`src/rtl/inst_fetch_queue_pkg.sv`:
```
// Shared packet layout for the instruction fetch queue: {pc, instr, adel}.
// Decode-side unpacking uses the same offsets.
package inst_fetch_queue_pkg;

    localparam int IFQ_ADEL_OFF  = 0;
    localparam int IFQ_INSTR_OFF = 1;

    function automatic int ifq_pkt_w(input int pc_w, input int data_w);
        return pc_w + data_w + 1;
    endfunction

    function automatic int ifq_pc_off(input int data_w);
        return data_w + 1;
    endfunction

endpackage

```
`src/rtl/inst_fetch_queue_ptr.sv`:
```
// Wrap-bit pointer: the MSB toggles each time the index wraps DEPTH-1 -> 0.
// It has an async reset, an increment enable and a synchronous clear.
module ifq_ptr #(
    parameter int W = 3
) (
    input  logic         clk,
    input  logic         rst,
    input  logic         clr,
    input  logic         inc,
    output logic [W-1:0] ptr
);

    logic [W-1:0] ptr_d;
    logic [W-1:0] ptr_q;

    always_comb begin
        ptr_d = ptr_q;
        if (clr) begin
            ptr_d = '0;
        end else if (inc) begin
            ptr_d = ptr_q + W'(1);
        end
    end

    always_ff @(posedge clk or posedge rst) begin
        if (rst) begin
            ptr_q <= '0;
        end else begin
            ptr_q <= ptr_d;
        end
    end

    assign ptr = ptr_q;

endmodule

```
`src/rtl/inst_fetch_queue.sv`:
```
// Instruction fetch queue between the I-SRAM fetch stage and Decode.
// It supports flush on redirect and an optional same-cycle bypass into an empty queue.
module inst_fetch_queue
    import inst_fetch_queue_pkg::*;
#(
    parameter int DEPTH     = 4,
    parameter int DATA_W    = 32,
    parameter int PC_W      = 32,
    parameter int BYPASS    = 0,
    parameter int AFULL_LVL = DEPTH - 1
) (
    input  logic                     clk,
    input  logic                     rst,
    input  logic                     flush,
    input  logic                     enq_valid,
    input  logic [PC_W-1:0]          enq_pc,
    input  logic [DATA_W-1:0]        enq_instr,
    input  logic                     enq_adel,
    output logic                     enq_ready,
    output logic                     deq_valid,
    output logic [PC_W-1:0]          deq_pc,
    output logic [DATA_W-1:0]        deq_instr,
    output logic                     deq_adel,
    input  logic                     deq_ready,
    output logic [$clog2(DEPTH):0]   count,
    output logic                     afull
);

    localparam int   IDX_W  = $clog2(DEPTH);
    localparam int   PTR_W  = IDX_W + 1;
    localparam int   PKT_W  = ifq_pkt_w(PC_W, DATA_W);
    localparam int   PC_OFF = ifq_pc_off(DATA_W);
    localparam logic BYP    = (BYPASS != 0);

    logic [PKT_W-1:0] mem_q [DEPTH];
    logic [PTR_W-1:0] wr_ptr;
    logic [PTR_W-1:0] rd_ptr;
    logic [PKT_W-1:0] enq_pkt;
    logic [PKT_W-1:0] deq_pkt;
    logic             empty;
    logic             full;
    logic             enq_fire;
    logic             deq_fire;
    logic             pass_thru;
    logic             wr_en;
    logic             rd_en;

    // Handshake: a transfer happens on a side when valid & ready are both high
    // at posedge clk; enq_ready never looks at deq_ready and flush kills both sides.
    assign empty     = (wr_ptr == rd_ptr);
    assign full      = (wr_ptr[IDX_W-1:0] == rd_ptr[IDX_W-1:0]) &&
                       (wr_ptr[PTR_W-1] != rd_ptr[PTR_W-1]);
    assign enq_ready = ~full;
    assign deq_valid = (~empty | (BYP & enq_valid)) & ~flush;
    assign enq_fire  = enq_valid & enq_ready & ~flush;
    assign deq_fire  = deq_valid & deq_ready;

    // A bypassed packet is consumed straight from the inputs and never stored.
    assign pass_thru = BYP & empty & enq_fire & deq_fire;
    assign wr_en     = enq_fire & ~pass_thru;
    assign rd_en     = deq_fire & ~pass_thru;

    ifq_ptr #(.W(PTR_W)) u_wr_ptr (
        .clk (clk),
        .rst (rst),
        .clr (flush),
        .inc (wr_en),
        .ptr (wr_ptr)
    );

    ifq_ptr #(.W(PTR_W)) u_rd_ptr (
        .clk (clk),
        .rst (rst),
        .clr (flush),
        .inc (rd_en),
        .ptr (rd_ptr)
    );

    assign enq_pkt = {enq_pc, enq_instr, enq_adel};

    always_ff @(posedge clk) begin
        if (wr_en) begin
            mem_q[wr_ptr[IDX_W-1:0]] <= enq_pkt;
        end
    end

    always_comb begin
        deq_pkt = '0;
        if (!empty) begin
            deq_pkt = mem_q[rd_ptr[IDX_W-1:0]];
        end else if (BYP) begin
            deq_pkt = enq_pkt;
        end
    end

    assign deq_pc    = deq_pkt[PC_OFF +: PC_W];
    assign deq_instr = deq_pkt[IFQ_INSTR_OFF +: DATA_W];
    assign deq_adel  = deq_pkt[IFQ_ADEL_OFF];

    assign count = wr_ptr - rd_ptr;
    assign afull = (count >= PTR_W'(AFULL_LVL));

endmodule
```
`config.mk`:
```
export PLATFORM = sky130hd
export DESIGN_NAME = inst_fetch_queue
export DESIGN_NICKNAME = d
export VERILOG_FILES = /design/src/rtl/inst_fetch_queue_pkg.sv /design/src/rtl/inst_fetch_queue_ptr.sv /design/src/rtl/inst_fetch_queue.sv
export SDC_FILE = /design/constraint.sdc
export NUM_CORES = 1
export LEC_CHECK = 0
export CAP_MARGIN = 20
export CORE_ASPECT_RATIO = 0.9
export CORE_MARGIN = 1.5
export CORE_UTILIZATION = 44
export CTS_BUF_LIST = sky130_fd_sc_hd__clkbuf_8 sky130_fd_sc_hd__clkbuf_16
export CTS_CLUSTER_SIZE = 20
export DETAILED_ROUTE_END_ITERATION = 10
export PLACE_DENSITY = 0.63
export RECOVER_POWER = 100
export SLEW_MARGIN = 20
export SYNTH_ARGS = -nofsm -noshare
export SYNTH_HDL_FRONTEND = slang
export SYNTH_SLANG_ARGS = --single-unit
```
`constraint.sdc`:
```
create_clock -name clk -period 3.55 [get_ports clk]
set_clock_uncertainty 0.05 [all_clocks]
set_input_delay 0.71 -clock clk [delete_from_list [all_inputs] [get_ports clk]]
set_output_delay 0.71 -clock clk [all_outputs]
set_load 0.1 [all_outputs]
```
Word level (Yosys, flattened, before mapping)

Memory sizes are Yosys's and may differ from the RTL's.
Cells that the tools add are included.

Memory bits (writable): 260
Word-level logic and storage cells: 27
Bits of input ports: 70
Memories kept: 1
Flip-flop bits (word level): 6

Memory list:

| memory | words | bits a word | read ports | clocked after Yosys merged registers in | write ports | RTL line               | source |
|---|---|---|---|---|---|---|---|
| mem_q  | 4     | 65          | 1          | 0                                       | 1           | inst_fetch_queue.sv:35 | `logic [PKT_W-1:0] mem_q [DEPTH];` |

Bitwise gates (word level): 7
Reduce and logical (&&, ||, !) cells: 3
Muxes and demuxes: 7
Eq/ne operators: 3
$add $sub $neg: 3
Magnitude comparators: 1

Operators with widths:

| cell                | count |
|---|---|
| $mux 65             | 1 |
| $mux 3              | 4 |
| $add 3x1->3 const B | 2 |
| $and 1x1->1         | 4 |
| $reduce_bool 2->1   | 2 |
| $eq 3x3->1          | 1 |
| $ge 3x2->1 const B  | 1 |
| $not 1->1           | 3 |
| $sub 3x3->3         | 1 |
| $eq 2x2->1          | 1 |
| $mux 1              | 2 |
| $logic_and 1x1->1   | 1 |
| $ne 1x1->1          | 1 |

Logic depth before layout (Yosys ltp)

Gate-level depths: netlist of the first run.

Depth in word-level cells: 7
Depth in mapped cells: 6
Depth with buffers taken out: 6

Cells and area by module

A second synthesis of the first run with hierarchy kept.

Cell total of the unflattened synthesis: 468
Area total of the unflattened synthesis: 10445.0 sq um

By module, submodules not included:

| module           | instances | area an instance (sq um) | cells an instance | seq. area each (sq um) |
|---|---|---|---|---|
| inst_fetch_queue | 1         | 10164.7                  | 444               | 7807.5 |
| ifq_ptr          | 2         | 140.1                    | 12                | 75.1 |

Worst setup path after synthesis of the first run

No wires, ideal clock.

Path type: reg-to-output
From: register u_wr_ptr.ptr_q[0], in the netlist u_wr_ptr.ptr[0]
To: output port afull
Arrival time: 3258 ps
Path slack: -468 ps
Cell stages (with the launch flop): 7
Required time: 2790 ps
Cell sequence: dfrtp_1 > inv_1 > ha_1 > inv_1 > fa_1 > xor2_1 > a21o_1

Cells in the longest elaborated chain, start to end: 2

Ends and longest elaborated chain:

| item                   | RTL line                   | source |
|---|---|---|
| from (decl)            | inst_fetch_queue_ptr.sv:14 | `logic [W-1:0] ptr_q;` |
| from (signal assigned) | inst_fetch_queue_ptr.sv:29 | `ptr_q <= ptr_d;` |
| $sub 3x3->3            | inst_fetch_queue.sv:100    | `assign count = wr_ptr - rd_ptr;` |
| via count[2]           | inst_fetch_queue.sv:25     | `output logic [$clog2(DEPTH):0] count,` |
| $ge 3x2->1             | inst_fetch_queue.sv:101    | `assign afull = (count >= PTR_W'(AFULL_LVL));` |
| to (decl)              | inst_fetch_queue.sv:26     | `output logic afull` |

The timed path passes the listed nets, and every way through them passes these cells.

Worst setup path in the final report of the first run

From: register u_rd_ptr.ptr_q[0], in the netlist u_rd_ptr.ptr[0]
To: output port deq_pc[21]

Cells in the longest elaborated chain, start to end: 2

Ends and longest elaborated chain:

| item                                              | RTL line                   | source |
|---|---|---|
| from (decl)                                       | inst_fetch_queue_ptr.sv:14 |  |
| from (signal assigned)                            | inst_fetch_queue_ptr.sv:29 |  |
| $mem_v2 4x65 / $eq 3x3->1 (equally long branches) | --                         |  |
| $mux 65 *                                         | inst_fetch_queue.sv:89     | `if (!empty) begin` |
| to (decl)                                         | inst_fetch_queue.sv:21     | `output logic [PC_W-1:0] deq_pc,` |

Mark *: on every way between the ends. The rest lies on a longest branch, timed or not.

==> flow_summary.json, run 1 <==
{
  "cts_setup_buffers": 0,
  "dp_hpwl_um": 11700,
  "core.rowCount": 53,
  "hold_buffers": 0,
  "async_flop_share_pct": 2.256,
  "place_congestion": 0.7058,
  "path_clk_slew_ns": 0.06,
  "cap_violations": 0,
  "top_layer": "met5",
  "ios": 141,
  "status": "finished, final reports clean",
  "drtIter0Drc": 341,
  "layout.nets": 712,
  "cts_buffer_depth": 3,
  "synth_adder_area_share_pct": 1.033,
  "yosysSeqAreaShare_pct": 76.41,
  "grt_remaining_overflow": 0,
  "setup.worst_path.class": "flip-flop to primary output",
  "area_growth_pct": 25.34,
  "grt_pass1_wl_um": 30160,
  "die_y_um": 149.0,
  "cts_tree": "done",
  "route.detailed.drc": 0,
  "port_buffers": 140,
  "fin_setup_tns_ns": 0,
  "synthCells": 478,
  "cts_sinks": 266,
  "synth-seq-cells": 266,
  "start_util_pct": 44.74,
  "hold_ws_ns": 0.4995,
  "synth_top_family_by_area": "multiplexers",
  "yosysWarnings": 0,
  "ys.flop_type": "edfxtp_1",
  "arrival_ns": 2.66,
  "synth-compound-area-share_pct": 0.7089,
  "die_area_sq_um": 24600,
  "r2r-end": "mem_q[0][41]",
  "period_needed_ns": 3.423,
  "insertion_delay_ns": 0.52,
  "track_usage_pct": 16.42,
  "num_vias": 5057,
  "wirelength_um": 19480,
  "cp-endpoint": "deq_pc[21]",
  "setup_violations": 0,
  "drv_slew": 0,
  "rsz0062_at_grt": "no",
  "wl_per_cell_um": 20.38,
  "slew_headroom_pct": 8.379,
  "core_sq_um": 23280,
  "final-hold-violation-count": 0,
  "antenna_found_initial": 1,
  "muxShareOfSynthArea_pct": 14.06,
  "required_ns": 2.79,
  "critPathLaunch": "u_rd_ptr.ptr[0]",
  "cts_htree_levels": 1,
  "start_kind": "flip-flop",
  "cts_root_buf": "clkbuf_16",
  "hp-class": "input port to async pin",
  "wl_met2_um": 9683,
  "ff2ff_setup_slack_ns": 0.26,
  "worstPathMaxFanout": 56,
  "ff2ff_path_depth": 5,
  "syn-num-nets": 556,
  "met1Wirelength_um": 8406,
  "grt_pass1_vias": 5336,
  "routed_via_density": 5.290,
  "crit_path_end_kind": "primary output",
  "grt_max_degree": 67,
  "die_w_um": 165.2,
  "fmax_mhz": 292.2,
  "finalCritPeriodShare_pct": 96.41,
  "cts_made_buffers": 27,
  "worst_pin_slew_ns": 1.374,
  "syn-cell-area_sq_um": 10410,
  "wl_met3_um": 1051,
  "post_synth_num_cell_types": 35,
  "antennaDiodeCount": 0,
  "synth_simple_gate_area_share_pct": 5.983,
  "antenna_left": 0,
  "drive_gt1_share_pct": 29.05,
  "timing.rr.start": "u_rd_ptr.ptr[0]",
  "synth_enable_flop_cells": 260,
  "syn_area_per_cell_sq_um": 21.79,
  "dr.pass1.iters": 4,
  "synthXorXnorAreaFrac_pct": 0.1682
}
registers in the layout, indices dropped and copies added (netlist names):
signal,count
mem_q,260
u_rd_ptr.ptr,3
u_wr_ptr.ptr,3
worst min-delay path by stage:
stage / startpoint / endpoint / slack, ns / cells after the start
floorplan: rst / u_rd_ptr.ptr[0] / 0.45 / 1
global placement: u_wr_ptr.ptr[2] / u_wr_ptr.ptr[2] / 0.51 / 2
detailed placement: u_wr_ptr.ptr[2] / u_wr_ptr.ptr[2] / 0.54 / 2
CTS: rst / u_wr_ptr.ptr[0] / 0.34 / 2
global route: rst / u_wr_ptr.ptr[0] / 0.49 / 2
finish: rst / u_wr_ptr.ptr[0] / 0.50 / 2
critical path, cell delays in order (launching register included):
cell and delay, ns:
dfrtp_4 0.59, buf_12 0.39, mux4_2 0.58, nor2b_1 0.16, clkbuf_4 0.29
kinds of logic after synthesis:
kind of cell / Yosys count
DFF: 266
and+or+nand+nor: 96
muxes: 65
buffers and inverters: 30
AOI/OAI and AO/OA: 11
adders and majority gates: 8
xor gates and xnor gates: 2
per-layer routing:
layer	GRT usage [%]	vias up
li1	-	2268
met1	22.94	2618
met2	27.38	140
met3	2.558	29
met4	3.784	2
met5	0	-
cells in the final DEF, fill, tap and decap left out, drive strengths merged, types with 2 or more instances in the layout:
master         Yosys  layout
edfxtp           260     260
clkbuf             8      80
dlygate4sd3        0      66
mux4              65      65
nor2b             62      62
buf               16      29
inv                6      15
clkinv             0       9
ha                 7       7
dfrtp              6       6
and2b              5       5
and3               5       5
nand2              4       4
a31oi              4       4
nand3              4       4
nor2               3       3
nor3b              3       3
or4                3       3
a21oi              3       3
bufinv             0       3
clkdlybuf4s50      0       3
and4b              2       2
through the flow:
| stage | cell area (sq um) | cells | worst slack, ns | utilization, % |
|---|---|---|---|---|
| after global routing | 13050 | 956 | 0.01932 | 56.08 |
| after global placement | 12930 | 907 | 0.6506 | 55.57 |
| after floorplan | 10430 | 478 | 0.01917 | - |
| after CTS | 13790 | 956 | 0.09108 | 59.25 |
| final | 13050 | 956 | 0.1274 | 56.08 |
| after detailed placement | 12930 | 907 | 0.5668 | 55.57 |
cells in the mapped netlist, types with 2 or more instances:
cell type	instances	area (sq um)
a31oi_1	4	25.02
buf_6	5	56.30
or4_1	3	22.52
mux4_2	65	1464
ha_1	7	87.58
nor2_1	3	11.26
buf_2	9	45.04
a21oi_1	3	15.01
nor2b_1	62	387.9
and4b_1	2	20.02
nor3b_1	3	22.52
clkbuf_1	7	26.28
dfrtp_1	6	150.1
and3_1	4	25.02
nand3_1	4	20.02
edfxtp_1	260	7807
nand2_1	3	11.26
and2b_1	5	37.54
inv_1	6	22.52
buf_4	2	15.01
cell type report:
| class | instances | area [sq um] |
|---|---|---|
| clock buffer | 27 | 675.6 |
| clock inverter | 22 | 173.9 |
| fill | 1774 | 10220 |
| inverter | 6 | 22.52 |
| multi-input combinational | 182 | 2292 |
| sequential | 266 | 7965 |
| tap | 302 | 377.9 |
| timing repair buffer | 151 | 1545 |
repair_timing:
action | CTS | global route
endpoints found under the hold margin | 0 | 0
gates resized for setup | 1 | 0
setup endpoints to repair | 2 | 0
Power of run 1 is left out: the tool's default activity adds up to more than one toggle a clock period on the data nets, which glitch-free logic cannot reach.
==> run 2: changes to the inputs <==
==> constraint.sdc (replaced) <==
create_clock -name clk -period 3.75 [get_ports clk]
set_clock_uncertainty 0.05 [all_clocks]
set_input_delay 1.125 -clock clk [delete_from_list [all_inputs] [get_ports clk]]
set_output_delay 1.125 -clock clk [all_outputs]
set_load 0.1 [all_outputs]
==> flow_summary.json, run 2 (synthesized netlist as in run 1, its figures left out) <==
{
  "cts_root_buf": "clkbuf_16",
  "dr.pass1.iters": 4,
  "layout_commonest_cell": "edfxtp_1",
  "dp_hpwl_um": 12340,
  "area_growth_pct": 29.95,
  "hp-class": "flip-flop to flip-flop",
  "track_usage_pct": 17.02,
  "path_delay_family": "buffers and inverters",
  "place_congestion": 0.7843,
  "path_clk_slew_ns": 0.06,
  "fmax_mhz": 275.1,
  "slew_headroom_pct": 44.34,
  "wl_per_cell_um": 21.03,
  "cap_violations": 0,
  "timing.rr.start": "u_rd_ptr.ptr[1]",
  "rsz0062_at_grt": "no",
  "status": "finished, final reports clean",
  "grt_max_degree": 67,
  "drive_gt1_share_pct": 37.07,
  "layout.cells.non_filler": 966,
  "drtIter0Drc": 359,
  "core_sq_um": 23280,
  "start_util_pct": 44.74,
  "final-hold-violation-count": 0,
  "grt_remaining_overflow": 0,
  "fin_area_sq_um": 13530,
  "ff2ff_path_depth": 6,
  "hold_buffers": 0,
  "drv_slew": 0,
  "cp_num_cells": 6,
  "ff2ff_setup_slack_ns": 0.48,
  "cts_htree_levels": 1,
  "critPathLaunch": "u_rd_ptr.ptr[1]",
  "ios": 141,
  "route.detailed.drc": 0,
  "post_dp_cell_area_sq_um": 13120,
  "max_stage_delay_ns": 0.49,
  "cts_resized": 0,
  "finalCritPeriodShare_pct": 96.92,
  "mostFrequentLayoutCells": "edfxtp_1, dlygate4sd3_1, mux4_2",
  "setup_violations": 0,
  "critPathBufInv": 3,
  "core.rowCount": 53,
  "port_buffers": 140,
  "antenna_left": 0,
  "fillers": 1736,
  "worst_pin_slew_ns": 0.8349,
  "cp-endpoint": "deq_pc[12]",
  "die_w_um": 165.2,
  "worstPathMaxFanout": 30,
  "insertion_delay_ns": 0.51,
  "grt_pass1_vias": 5612,
  "required_ns": 2.57,
  "cts_buffer_depth": 3,
  "critPathMostFrequentCell": "buf_12",
  "layout.nets": 719,
  "cts_tree": "done",
  "num_vias": 5141,
  "period_needed_ns": 3.635,
  "cts_made_buffers": 27,
  "cts_sinks": 266,
  "arrival_ns": 2.46,
  "crit_path_end_kind": "primary output",
  "grt_pass1_wl_um": 31350,
  "cts_setup_buffers": 0,
  "antenna_found_initial": 3,
  "wirelength_um": 20320,
  "routed_via_density": 5.322,
  "r2r-end": "mem_q[0][43]",
  "die_y_um": 149.0,
  "worstPathCellList": "inv_1 -> ha_1 -> and3_4 -> buf_12 -> nor2b_1 -> buf_12",
  "die_area_sq_um": 24600,
  "place_inst": 914,
  "setup.worst_path.class": "flip-flop to primary output",
  "slowest_stage": "dfrtp_4",
  "start_kind": "flip-flop",
  "largest_register_ffs": 260
}
-- run 2: cell count changes in the layout (fill, tap and decap cells not counted), sizes merged, moves of 2 or more --
cell	delta
clkbuf	-36
inv	-5
dlygate4sd3	+2
clkdlybuf4s50	-2
diode	+3
buf	+45
clkinvlp	+2
-- run 2: worst min-delay path: cells and delay by family (launching register included) --
kind | cells | cell delay [ns]
compound gates | 1 | 0.07
flops | 1 | 0.42
simple gates | 1 | 0.07
-- run 2: worst min path at each step --
stage,depth (start not counted),start,endpoint,slack [ns]
2_1_floorplan,2,u_wr_ptr.ptr[2],u_wr_ptr.ptr[2],0.50
5_1_grt,2,u_wr_ptr.ptr[2],u_wr_ptr.ptr[2],0.57
3_5_place_dp,2,u_wr_ptr.ptr[2],u_wr_ptr.ptr[2],0.55
6_report,2,u_wr_ptr.ptr[2],u_wr_ptr.ptr[2],0.56
3_3_place_gp,2,u_wr_ptr.ptr[2],u_wr_ptr.ptr[2],0.51
4_1_cts,2,u_wr_ptr.ptr[2],u_wr_ptr.ptr[2],0.56
-- run 2: cell type report --
type | instances | area [sq um] | share of cell area (%)
Tap cell | 302 | 377.9 | 2.792
Antenna cell | 3 | 7.507 | 0.05547
Clock buffer | 29 | 703.2 | 5.196
Clock inverter | 20 | 186.4 | 1.378
Sequential cell | 266 | 7965 | 58.86
Multi-Input combinational cell | 182 | 2394 | 17.69
Timing Repair Buffer | 158 | 1877 | 13.87
Inverter | 6 | 22.52 | 0.1664
-- run 2: through the flow --
| stage | TNS, ns | worst slack, ns | hold slack [ns] | util, % |
|---|---|---|---|---|
| finish | 0 | 0.1154 | 0.5586 | 58.14 |
| global route | 0 | 0.005180 | 0.5669 | 58.12 |
| detailed placement | 0 | 0.5628 | 0.5471 | 56.36 |
| floorplan | -4.085 | -0.1958 | 0.4993 | - |
| CTS | 0 | 0.01035 | 0.5559 | 60.18 |
| global placement | 0 | 0.6023 | 0.5110 | 56.36 |
-- run 2: per-layer routing --
| layer | global-route usage (%) | wire length, um | vias up |
|---|---|---|---|
| li1 | - | - | 2283 |
| met1 | 23.85 | 8748 | 2660 |
| met2 | 27.62 | 9805 | 167 |
| met3 | 3.253 | 1354 | 29 |
| met4 | 4.414 | 401 | 2 |
| met5 | 0 | 10 | - |
Power of run 2 is left out for the same reason.
